<file path="src/rtl/icache_pkg.sv">
// Shared types and constants for the direct-mapped instruction cache.
package icache_pkg;

  // Refill controller states.
  typedef enum logic [1:0] {
    StIdle,
    StRequest,
    StRefill
  } icache_state_t;

  // Canonical NOP (addi x0, x0, 0); also used by decode.
  localparam logic [31:0] IcacheNop = 32'h0000_0013;

  // Field widths of a fetch address: [tag | index | offset | byte].
  function automatic int unsigned offset_width(input int unsigned words_per_line);
    return $clog2(words_per_line);
  endfunction

  function automatic int unsigned index_width(input int unsigned line_count);
    return $clog2(line_count);
  endfunction

  function automatic int unsigned tag_width(input int unsigned line_count,
                                            input int unsigned words_per_line);
    return 32 - 2 - $clog2(line_count) - $clog2(words_per_line);
  endfunction

endpackage

</file>
<file path="src/rtl/icache_data_array.sv">
// Instruction data storage: one asynchronous read port, one synchronous write port.
module icache_data_array #(
  parameter int unsigned LineCount    = 16,
  parameter int unsigned WordsPerLine = 4
) (
  input  logic                            clk_i,
  input  logic [$clog2(LineCount)-1:0]    rd_index_i,
  input  logic [$clog2(WordsPerLine)-1:0] rd_offset_i,
  output logic [31:0]                     rd_data_o,
  input  logic                            wr_en_i,
  input  logic [$clog2(LineCount)-1:0]    wr_index_i,
  input  logic [$clog2(WordsPerLine)-1:0] wr_offset_i,
  input  logic [31:0]                     wr_data_i
);

  // Contents are never reset; the tag-side valid bits guard stale data.
  logic [31:0] r_mem [LineCount][WordsPerLine];

  assign rd_data_o = r_mem[rd_index_i][rd_offset_i];

  // Write one refill word per enabled cycle.
  always_ff @(posedge clk_i) begin
    if (wr_en_i) begin
      r_mem[wr_index_i][wr_offset_i] <= wr_data_i;
    end
  end

endmodule

</file>
<file path="src/rtl/icache.sv">
// Direct-mapped read-only instruction cache with a single-line refill engine.
module icache
  import icache_pkg::*;
#(
  parameter int unsigned LineCount      = 16,
  parameter int unsigned WordsPerLine   = 4,
  parameter logic [31:0] NopInstruction = IcacheNop
) (
  input  logic        clk_i,
  input  logic        rst_i,
  input  logic [31:0] read_address_i,
  output logic [31:0] read_data_o,
  output logic        hit_o,
  output logic        mem_req_valid_o,
  input  logic        mem_req_ready_i,
  output logic [31:0] mem_req_address_o,
  input  logic        mem_resp_valid_i,
  input  logic [31:0] mem_resp_data_i
);

  localparam int unsigned OffW    = offset_width(WordsPerLine);
  localparam int unsigned IdxW    = index_width(LineCount);
  localparam int unsigned TagW    = tag_width(LineCount, WordsPerLine);
  localparam int unsigned IdxLsb  = OffW + 2;
  localparam int unsigned TagLsb  = IdxLsb + IdxW;
  localparam logic [31:0] BaseMask = ~((32'd1 << IdxLsb) - 32'd1);

  // Address fields of the current fetch.
  logic [OffW-1:0] w_offset;
  logic [IdxW-1:0] w_index;
  logic [TagW-1:0] w_tag;
  logic            w_unused;

  assign w_offset = read_address_i[IdxLsb-1:2];
  assign w_index  = read_address_i[TagLsb-1:IdxLsb];
  assign w_tag    = read_address_i[31:TagLsb];
  assign w_unused = ^read_address_i[1:0];

  // Lookup state and refill bookkeeping.
  icache_state_t   r_state;
  icache_state_t   w_state_next;
  logic [LineCount-1:0] r_valid;
  logic [TagW-1:0] r_tag [LineCount];
  logic [OffW-1:0] r_count;
  logic [31:0]     r_base;
  logic [IdxW-1:0] r_index;

  logic            w_hit;
  logic [31:0]     w_rd_data;
  logic            w_req_valid;
  logic            w_start;
  logic            w_fill_we;
  logic            w_fill_last;

  icache_data_array #(
    .LineCount    (LineCount),
    .WordsPerLine (WordsPerLine)
  ) u_data_array (
    .clk_i       (clk_i),
    .rd_index_i  (w_index),
    .rd_offset_i (w_offset),
    .rd_data_o   (w_rd_data),
    .wr_en_i     (w_fill_we),
    .wr_index_i  (r_index),
    .wr_offset_i (r_count),
    .wr_data_i   (mem_resp_data_i)
  );

  // Hit is evaluated in every state so other lines keep serving during a refill.
  assign w_hit             = r_valid[w_index] && (r_tag[w_index] == w_tag);
  assign hit_o             = w_hit;
  assign read_data_o       = w_hit ? w_rd_data : NopInstruction;
  assign mem_req_valid_o   = w_req_valid;
  assign mem_req_address_o = r_base;

  // Next-state and refill control decode.
  always_comb begin
    w_state_next = r_state;
    w_req_valid  = 1'b0;
    w_start      = 1'b0;
    w_fill_we    = 1'b0;
    w_fill_last  = 1'b0;
    unique case (r_state)
      StIdle: begin
        if (!w_hit) begin
          w_start      = 1'b1;
          w_state_next = StRequest;
        end
      end
      StRequest: begin
        w_req_valid = 1'b1;
        if (mem_req_ready_i) begin
          w_state_next = StRefill;
        end
      end
      StRefill: begin
        if (mem_resp_valid_i) begin
          w_fill_we = 1'b1;
          if (&r_count) begin
            w_fill_last  = 1'b1;
            w_state_next = StIdle;
          end
        end
      end
      default: w_state_next = StIdle;
    endcase
  end

  // State register.
  always_ff @(posedge clk_i) begin
    if (rst_i) begin
      r_state <= StIdle;
    end else begin
      r_state <= w_state_next;
    end
  end

  // Valid bits, latched refill target and word counter.
  always_ff @(posedge clk_i) begin
    if (rst_i) begin
      r_valid <= '0;
      r_count <= '0;
      r_base  <= '0;
      r_index <= '0;
    end else begin
      if (w_start) begin
        r_base           <= read_address_i & BaseMask;
        r_index          <= w_index;
        r_valid[w_index] <= 1'b0;
      end
      if (r_state == StRequest && mem_req_ready_i) begin
        r_count <= '0;
      end
      if (w_fill_we) begin
        r_count <= r_count + 1'b1;
      end
      if (w_fill_last) begin
        r_valid[r_index] <= 1'b1;
      end
    end
  end

  // Tag store; written together with the final refill word, never reset.
  always_ff @(posedge clk_i) begin
    if (!rst_i && w_fill_last) begin
      r_tag[r_index] <= r_base[31:TagLsb];
    end
  end

endmodule

</file>
<file path="config.mk">
export PLATFORM = sky130hd
export DESIGN_NAME = icache
export DESIGN_NICKNAME = d
export VERILOG_FILES = /design/src/rtl/icache_pkg.sv /design/src/rtl/icache_data_array.sv /design/src/rtl/icache.sv
export SDC_FILE = /design/constraint.sdc
export NUM_CORES = 2
export LEC_CHECK = 0
export ABC_CLOCK_PERIOD_IN_PS = 3000
export BUFFER_PORTS_ARGS = -buffer_cell sky130_fd_sc_hd__clkbuf_2
export CAP_MARGIN = 20
export CORE_MARGIN = 5
export CORE_UTILIZATION = 45
export DETAILED_ROUTE_END_ITERATION = 10
export MAX_ROUTING_LAYER = met4
export PLACE_DENSITY = 0.62
export SLEW_MARGIN = 10
export SYNTH_ARGS = -nofsm -noshare
export SYNTH_HDL_FRONTEND = slang
export SYNTH_SLANG_ARGS = --single-unit
</file>
<file path="constraint.sdc">
create_clock -name clk_i -period 3 [get_ports clk_i]
set_input_delay 0.15 -clock clk_i [delete_from_list [all_inputs] [get_ports clk_i]]
set_output_delay 0.15 -clock clk_i [all_outputs]
set_load 0.005 [all_outputs]
</file>
# Word level (Yosys, flattened, before mapping)
# Memories as Yosys holds them, arrays and structs flattened.
# Index checks and enable logic that the tools add are counted.
[word_totals]
ff_bits = 52
ram_bits = 2432
input_bits = 68
word_cells = 72
n_memories = 2
[classes]
add_sub_neg = 1
n_lt_le_gt_ge = 7
eq_ne = 7
n_mux = 34
bitwise = 5
n_reduce_logical = 11
[mem_list]
columns = ["name", "words", "word_bits", "read_ports", "rd_ports_with_merged_regs", "wr", "line_no", "source"]
rows = [
  ["u_data_array.r_mem", 16, 128, 1, 0, 1, "icache_data_array.sv:17", "logic [31:0] r_mem [LineCount][WordsPerLine];"],
  ["r_tag", 16, 24, 1, 0, 1, "icache.sv:43", "logic [TagW-1:0] r_tag [LineCount];"],
]
[op_table]
columns = ["cell", "count"]
rows = [
  ["2-to-1 mux 128 bit", 1],
  ["2-to-1 mux 32 bit", 4],
  ["binary-select mux 32 bit (select 2 bit)", 1],
  ["demux 32 bit (select 2 bit)", 1],
  ["2-to-1 mux 16 bit", 3],
  ["equality test 24 bit", 1],
  ["AND 16 bit", 1],
  ["inverter 16 bit", 1],
  ["OR 16 bit", 1],
  ["2-to-1 mux 1 bit", 14],
  ["2-to-1 mux 2 bit", 6],
  ["< comparator 4 x 5 -> 1 bit (second input constant)", 2],
  ["demux 1 bit (select 4 bit)", 2],
  [">= comparator 4 x 1 -> 1 bit (second input constant)", 2],
  ["!= test 2 bit (second input constant)", 4],
  [">= comparator 3 bit (second input constant)", 2],
  ["logical AND 1 bit", 6],
  ["inverter 2 -> 3 bit", 2],
  ["one-hot mux 2 bit (3 select lines)", 1],
  ["binary-select mux 1 bit (select 4 bit)", 1],
  ["AND reduction 4 bit", 1],
  ["< comparator 3 x 1 -> 1 bit (second input constant)", 1],
  ["adder 2 x 1 -> 2 bit (second input constant)", 1],
  ["equality test 2 x 1 -> 1 bit (second input constant)", 1],
  ["5 further kinds", 5],
]

# Logic depth before layout (Yosys ltp)
[logic_depth]
ltp_word = 10
depth_mapped = 14
ltp_nobuf = 8

# Cells and area by module
# A second synthesis with hierarchy kept.
[unflattened]
hier_cells = 4392
area_unflattened_um2 = 95559.1
[by_module_without_submodules]
columns = ["module", "instances", "cells_each", "area_per_inst_um2", "seq_area_each_um2"]
rows = [
  ["icache_data_array", 1, 3348, 77635.7, 61499.0],
  ["icache", 1, 1044, 17923.4, 12492.0],
]

# Least setup slack after synthesis
# OpenSTA, ideal clock, no wires.
[synth_timing]
path_type = "flip-flop to flip-flop"
start = "reg r_state[1]"
end = "mem u_data_array.r_mem[15][100] (netlist name) (enable)"
setup_time_ns = 0.421
t_arrival_ns = 2.574
required_ns = 2.579
path_slack_ns = 0.004
path_stages_with_launch = 6
synth_period_minus_slack_ns = 2.996
cell_sequence = "dfxtp_1 > nor2b_1 > and2_1 > nand2_1 > clkbuf_1 > nor2_1"
[synth_between]
elab_chain_len = 4
[synth_rtl]
columns = ["item", "line_no", "source"]
rows = [
  ["start, declared", "icache.sv:40", "icache_state_t r_state;"],
  ["start signal, assigned", "icache.sv:112", "r_state <= StIdle;"],
  ["start signal, assigned", "icache.sv:114", "r_state <= w_state_next;"],
  ["equality test 2 bit", "icache.sv:83", "unique case (r_state)"],
  ["2-to-1 mux 1 bit", "icache.sv:83", ""],
  ["2-to-1 mux 1 bit", "icache_data_array.sv:23", "if (wr_en_i) begin"],
  ["2-to-1 mux 128 bit (implied by the code)", "icache_data_array.sv:24", "r_mem[wr_index_i][wr_offset_i] <= wr_data_i;"],
  ["end, declared", "icache_data_array.sv:17", ""],
]
# Every way passes these cells.

# Worst setup path in the final report
[layout_timing]
start = "mem r_tag[8][9] (netlist name)"
end = "out read_data_o[12]"
[layout_between]
elab_chain_len = 4
[layout_rtl]
columns = ["item", "line_no", "source"]
rows = [
  ["start, declared", "icache.sv:43", ""],
  ["memory read (16 x 24 bit)", "-", ""],
  ["equality test 24 bit", "icache.sv:70", "assign w_hit = r_valid[w_index] && (r_tag[w_index] == w_tag);"],
  ["logical AND 1 bit", "icache.sv:70", ""],
  ["2-to-1 mux 32 bit", "icache.sv:72", "assign read_data_o = w_hit ? w_rd_data : NopInstruction;"],
  ["end, declared", "icache.sv:12", "output logic [31:0] read_data_o,"],
]
# Every way passes these cells.

==> metrics.yaml <==
run_status:
  run_status: "finished with violations"
  failing_checks: "negative setup slack"
clocking:
  cts_num_sinks: 2480
  clk_pin_slew_worst_paths_ns: 0.06
  clk_latency_ns: 0.87
  ctsHtreeMaxLevel: 4
  number_of_clock_buffers_inserted_by_tritoncts: 240
  cts_max_path_buffers: 3
  tritoncts: "done"
  cts_root_buf: "clkbuf_16"
routing:
  drt-wirelength-per-cell_um: 33.3
  drtPass1Iterations: 8
  routed_wl_um: 250000
  drtIter0Drc: 5831
  final_antenna_net_count: 0
  route.vias.total: 45500
  post-route-drc-count: 0
  route.detailed.vias_per_inst: 6.06
placed_design:
  gp_congestion: 0.776
  placed_cells: 6954
  dp_hpwl_um: 137000
  port-buffer-count: 127
global_routing:
  grt_overflow_total: 0
  largest_net_degree_at_the_start_of_global_routing: 100
  initial_antenna_violation_count: 24
  groute.usage.overall: 0.231
  wire_length_of_the_first_global_routing_pass_um: 352000
  grt_pass1_vias: 45900
setup_path:
  setup.worst_path.class: "flip-flop to output port"
  cp_common_cell: "buf_12"
  timing.critical_path.max_delay_family: "simple AND/OR/NAND/NOR gates"
  timing.reg2reg.setup_slack_ns: 0.05
  critical_path.cell_chain: "mux4_2, nor2b_1, o41ai_2, o2111ai_2, nor4_4, nand3_4, buf_12, buf_12, buf_16, nor2b_2, buf_2"
  delay_of_the_slowest_cell_on_the_worst_path_ns: 0.47
  timing.critical_path.to_type: "output port"
  reg_to_reg_end: "mem_req_address_o[19]$_SDFFE_PP0N_"
  highest_fanout_seen_on_the_critical_path: 8
  worst_path_cell_with_the_longest_stage_delay: "mux4_2"
  worst-r2r-cell-count: 11
  worst_r2r_startpoint: "r_tag[7][7]$_DFFE_PP_"
  critPathLaunchType: "flip-flop"
  critPathArrivalTime_ns: 3.76
  critical_path_buf_inv_count: 4
  required_ns: 2.85
sta:
  fin_worst_skew_ns: 0.0757
  tightestPinTransition_ns: 1.11
  holdWs_ns: 0.121
  final-max-slew-violation-count: 0
  timing_hold_violations_final: 0
  max_slew_margin: 0.263
  timing.final.crit_share: 1.30
  max_clk_rate_ghz: 0.255
  setup_slack_ns: -0.915
  setup_repair_after_global_routing_missed_its_margin: "yes"
  finalSetupViolCount: 33
  post-route-min-period_ns: 3.91
power:
  total_power_mw: 71.1
  leakagePower_nw: 35.3
  worst_vdd_drop_uv: 667
  cellPowerDensity_nw_per_um2: 633
logic_synthesis:
  synth-seq-cells: 2480
  yosysSeqAreaShare: 0.777
  library_cells_used_by_synthesis: 53
  ys.flop_type: "edfxtp_1"
  avgSynthCellArea_um2: 24.3
  synth-warning-count: 0
  syn-instance-count: 3922
  netlist_area_pre_place_um2: 95200
  synth_edf_count: 2432
  synthArstFlopShare: 0
worst_hold_path:
  timing.hold.worst.start: "read_address_i[18]"
  holdPathEnd: "mem_req_address_o[18]$_SDFFE_PP0N_"
  hold_path.class: "primary input to flip-flop"
  worstHoldPathCells: 4
floorplan:
  dieArea_um2: 221000
  initial_utilization: 0.454
  core-area_um2: 210000
  fp.dieW_um: 470
  chipHeight_um: 470
  fp-row-count: 168
  top_level_ports: 134
cells_and_area:
  instances_no_fill: 7509
  layout.nets: 4565
  synthToLayoutAreaGrowth_pct: 18.0
  most_common_cell_after_layout_fill_and_taps_aside: "edfxtp_1"
  final_layout_size_suffix_gt1_frac: 0.362
  most-common-layout-cells: "2,432 x edfxtp_1, 765 x mux4_2, 243 x clkbuf_16"
flow_run:
  drv.max_cap_violation_count: 0
## routing by layer
metal  up-vias  share of wire  track usage
met5         -              0            -
li1      18100              -            -
met2      2241           0.49        0.361
met1     24800           0.40        0.319
met3       353          0.088       0.0458
met4         0          0.023       0.0548
## tightest hold or removal path, stage by stage
cell	delay [ns]
dlygate4sd3_1	0.53
clkbuf_2	0.14
nand2_1	0.06
mux2i_1	0.05
## flip-flops by register name, summed over array words and instances, names as in the netlist
name,flops
u_data_array.r_mem,2048
r_tag,384
mem_req_address_o,25
r_valid,16
r_index,3
r_count,2
r_state,2
## power by group
part           internal [mW]  leakage (nW)  total (mW)  switching, mW
registers               38.1          22.3        38.3          0.160
clock network           16.2          3.71        29.2           13.0
logic                   1.68          9.34        3.63           1.95
total                   56.0          35.3        71.1           15.1
## area by class of cell
class	count	area [um^2]
Inverter	11	43.8
Clock inverter	148	1420
Antenna cell	9	22.5
Fill cell	15700	97600
Tap cell	2805	3510
Clock buffer	296	6220
Sequential cell	2480	74000
Multi-Input combinational cell	1224	21200
Timing Repair Buffer	536	6020
## how the worst max path moves through the flow
stage | start | end | slack [ns] | depth (start not counted)
final | r_tag[8][9]$_DFFE_PP_ | read_data_o[12] | -0.91 | 11
after global routing | r_tag[8][9]$_DFFE_PP_ | read_data_o[26] | -1.07 | 11
after CTS | r_tag[6][20]$_DFFE_PP_ | read_data_o[0] | -1.06 | 13
after detailed placement | read_address_i[4] | read_data_o[0] | -0.65 | 16
after global placement | read_address_i[5] | read_data_o[4] | -0.63 | 14
after floorplan | r_state[1]$_SDFFE_PP0P_ | u_data_array.r_mem[15][100]$_DFFE_PP_ | 0.004 | 5
## per-stage QoR
step	cell area (um^2)	util	setup TNS, ns	setup WS (ns)
final	112000	0.535	-28.57	-0.915
after detailed placement	103000	0.490	-40.04	-0.648
after global placement	103000	0.490	-38.51	-0.625
after floorplan	95300	-	0	0.00437
after CTS	111000	0.529	-33.33	-1.06
after global routing	112000	0.535	-33.19	-1.07
## cells by family after synthesis
kind of cell	after synthesis	synth area share
muxes	849	0.190
adders and majority gates	4	0.000526
and+or+nand+nor	253	0.0121
AOI/OAI and AO/OA	84	0.00590
buffers and inverters	221	0.0118
xor gates and xnor gates	30	0.00276
DFF	2480	0.777
other	1	0.0000394
## synth_stat cells (3+ instances only)
cell type / count / share of area
a211oi_1: 3 / 0.00024
a21oi_1: 22 / 0.0012
a221oi_1: 5 / 0.00046
a22oi_1: 5 / 0.00039
a31oi_1: 21 / 0.0014
and2_1: 4 / 0.00026
and3_1: 3 / 0.00020
buf_1: 30 / 0.0012
buf_2: 69 / 0.0036
buf_4: 18 / 0.0014
buf_6: 14 / 0.0017
clkbuf_1: 77 / 0.0030
dfxtp_1: 48 / 0.010
edfxtp_1: 2432 / 0.77
ha_1: 4 / 0.00053
inv_1: 9 / 0.00035
mux2_2: 6 / 0.00071
mux2i_1: 77 / 0.0081
mux4_2: 765 / 0.18
nand2_1: 77 / 0.0030
nand2b_1: 4 / 0.00026
nand3_1: 11 / 0.00058
nand4_1: 3 / 0.00020
nor2_1: 93 / 0.0037
nor2b_1: 44 / 0.0029
nor3_1: 4 / 0.00021
o21ai_0: 7 / 0.00037
o22ai_1: 5 / 0.00033
or2_1: 3 / 0.00020
xnor2_1: 16 / 0.0015
xor2_1: 14 / 0.0013
## timing repair
| action | 4_1_cts | 5_1_grt |
|---|---|---|
| cloned | 1 | 4 |
| hold buffers | 38 | 27 |
| setup endpoints to repair | 78 | 78 |
| setup buffers | 7 | 3 |
| endpoints found under the hold margin | 65 | 1400 |
| pin swaps | 7 | 4 |
| gates resized for setup | 29 | 55 |
(Power assumes the default switching activity.)
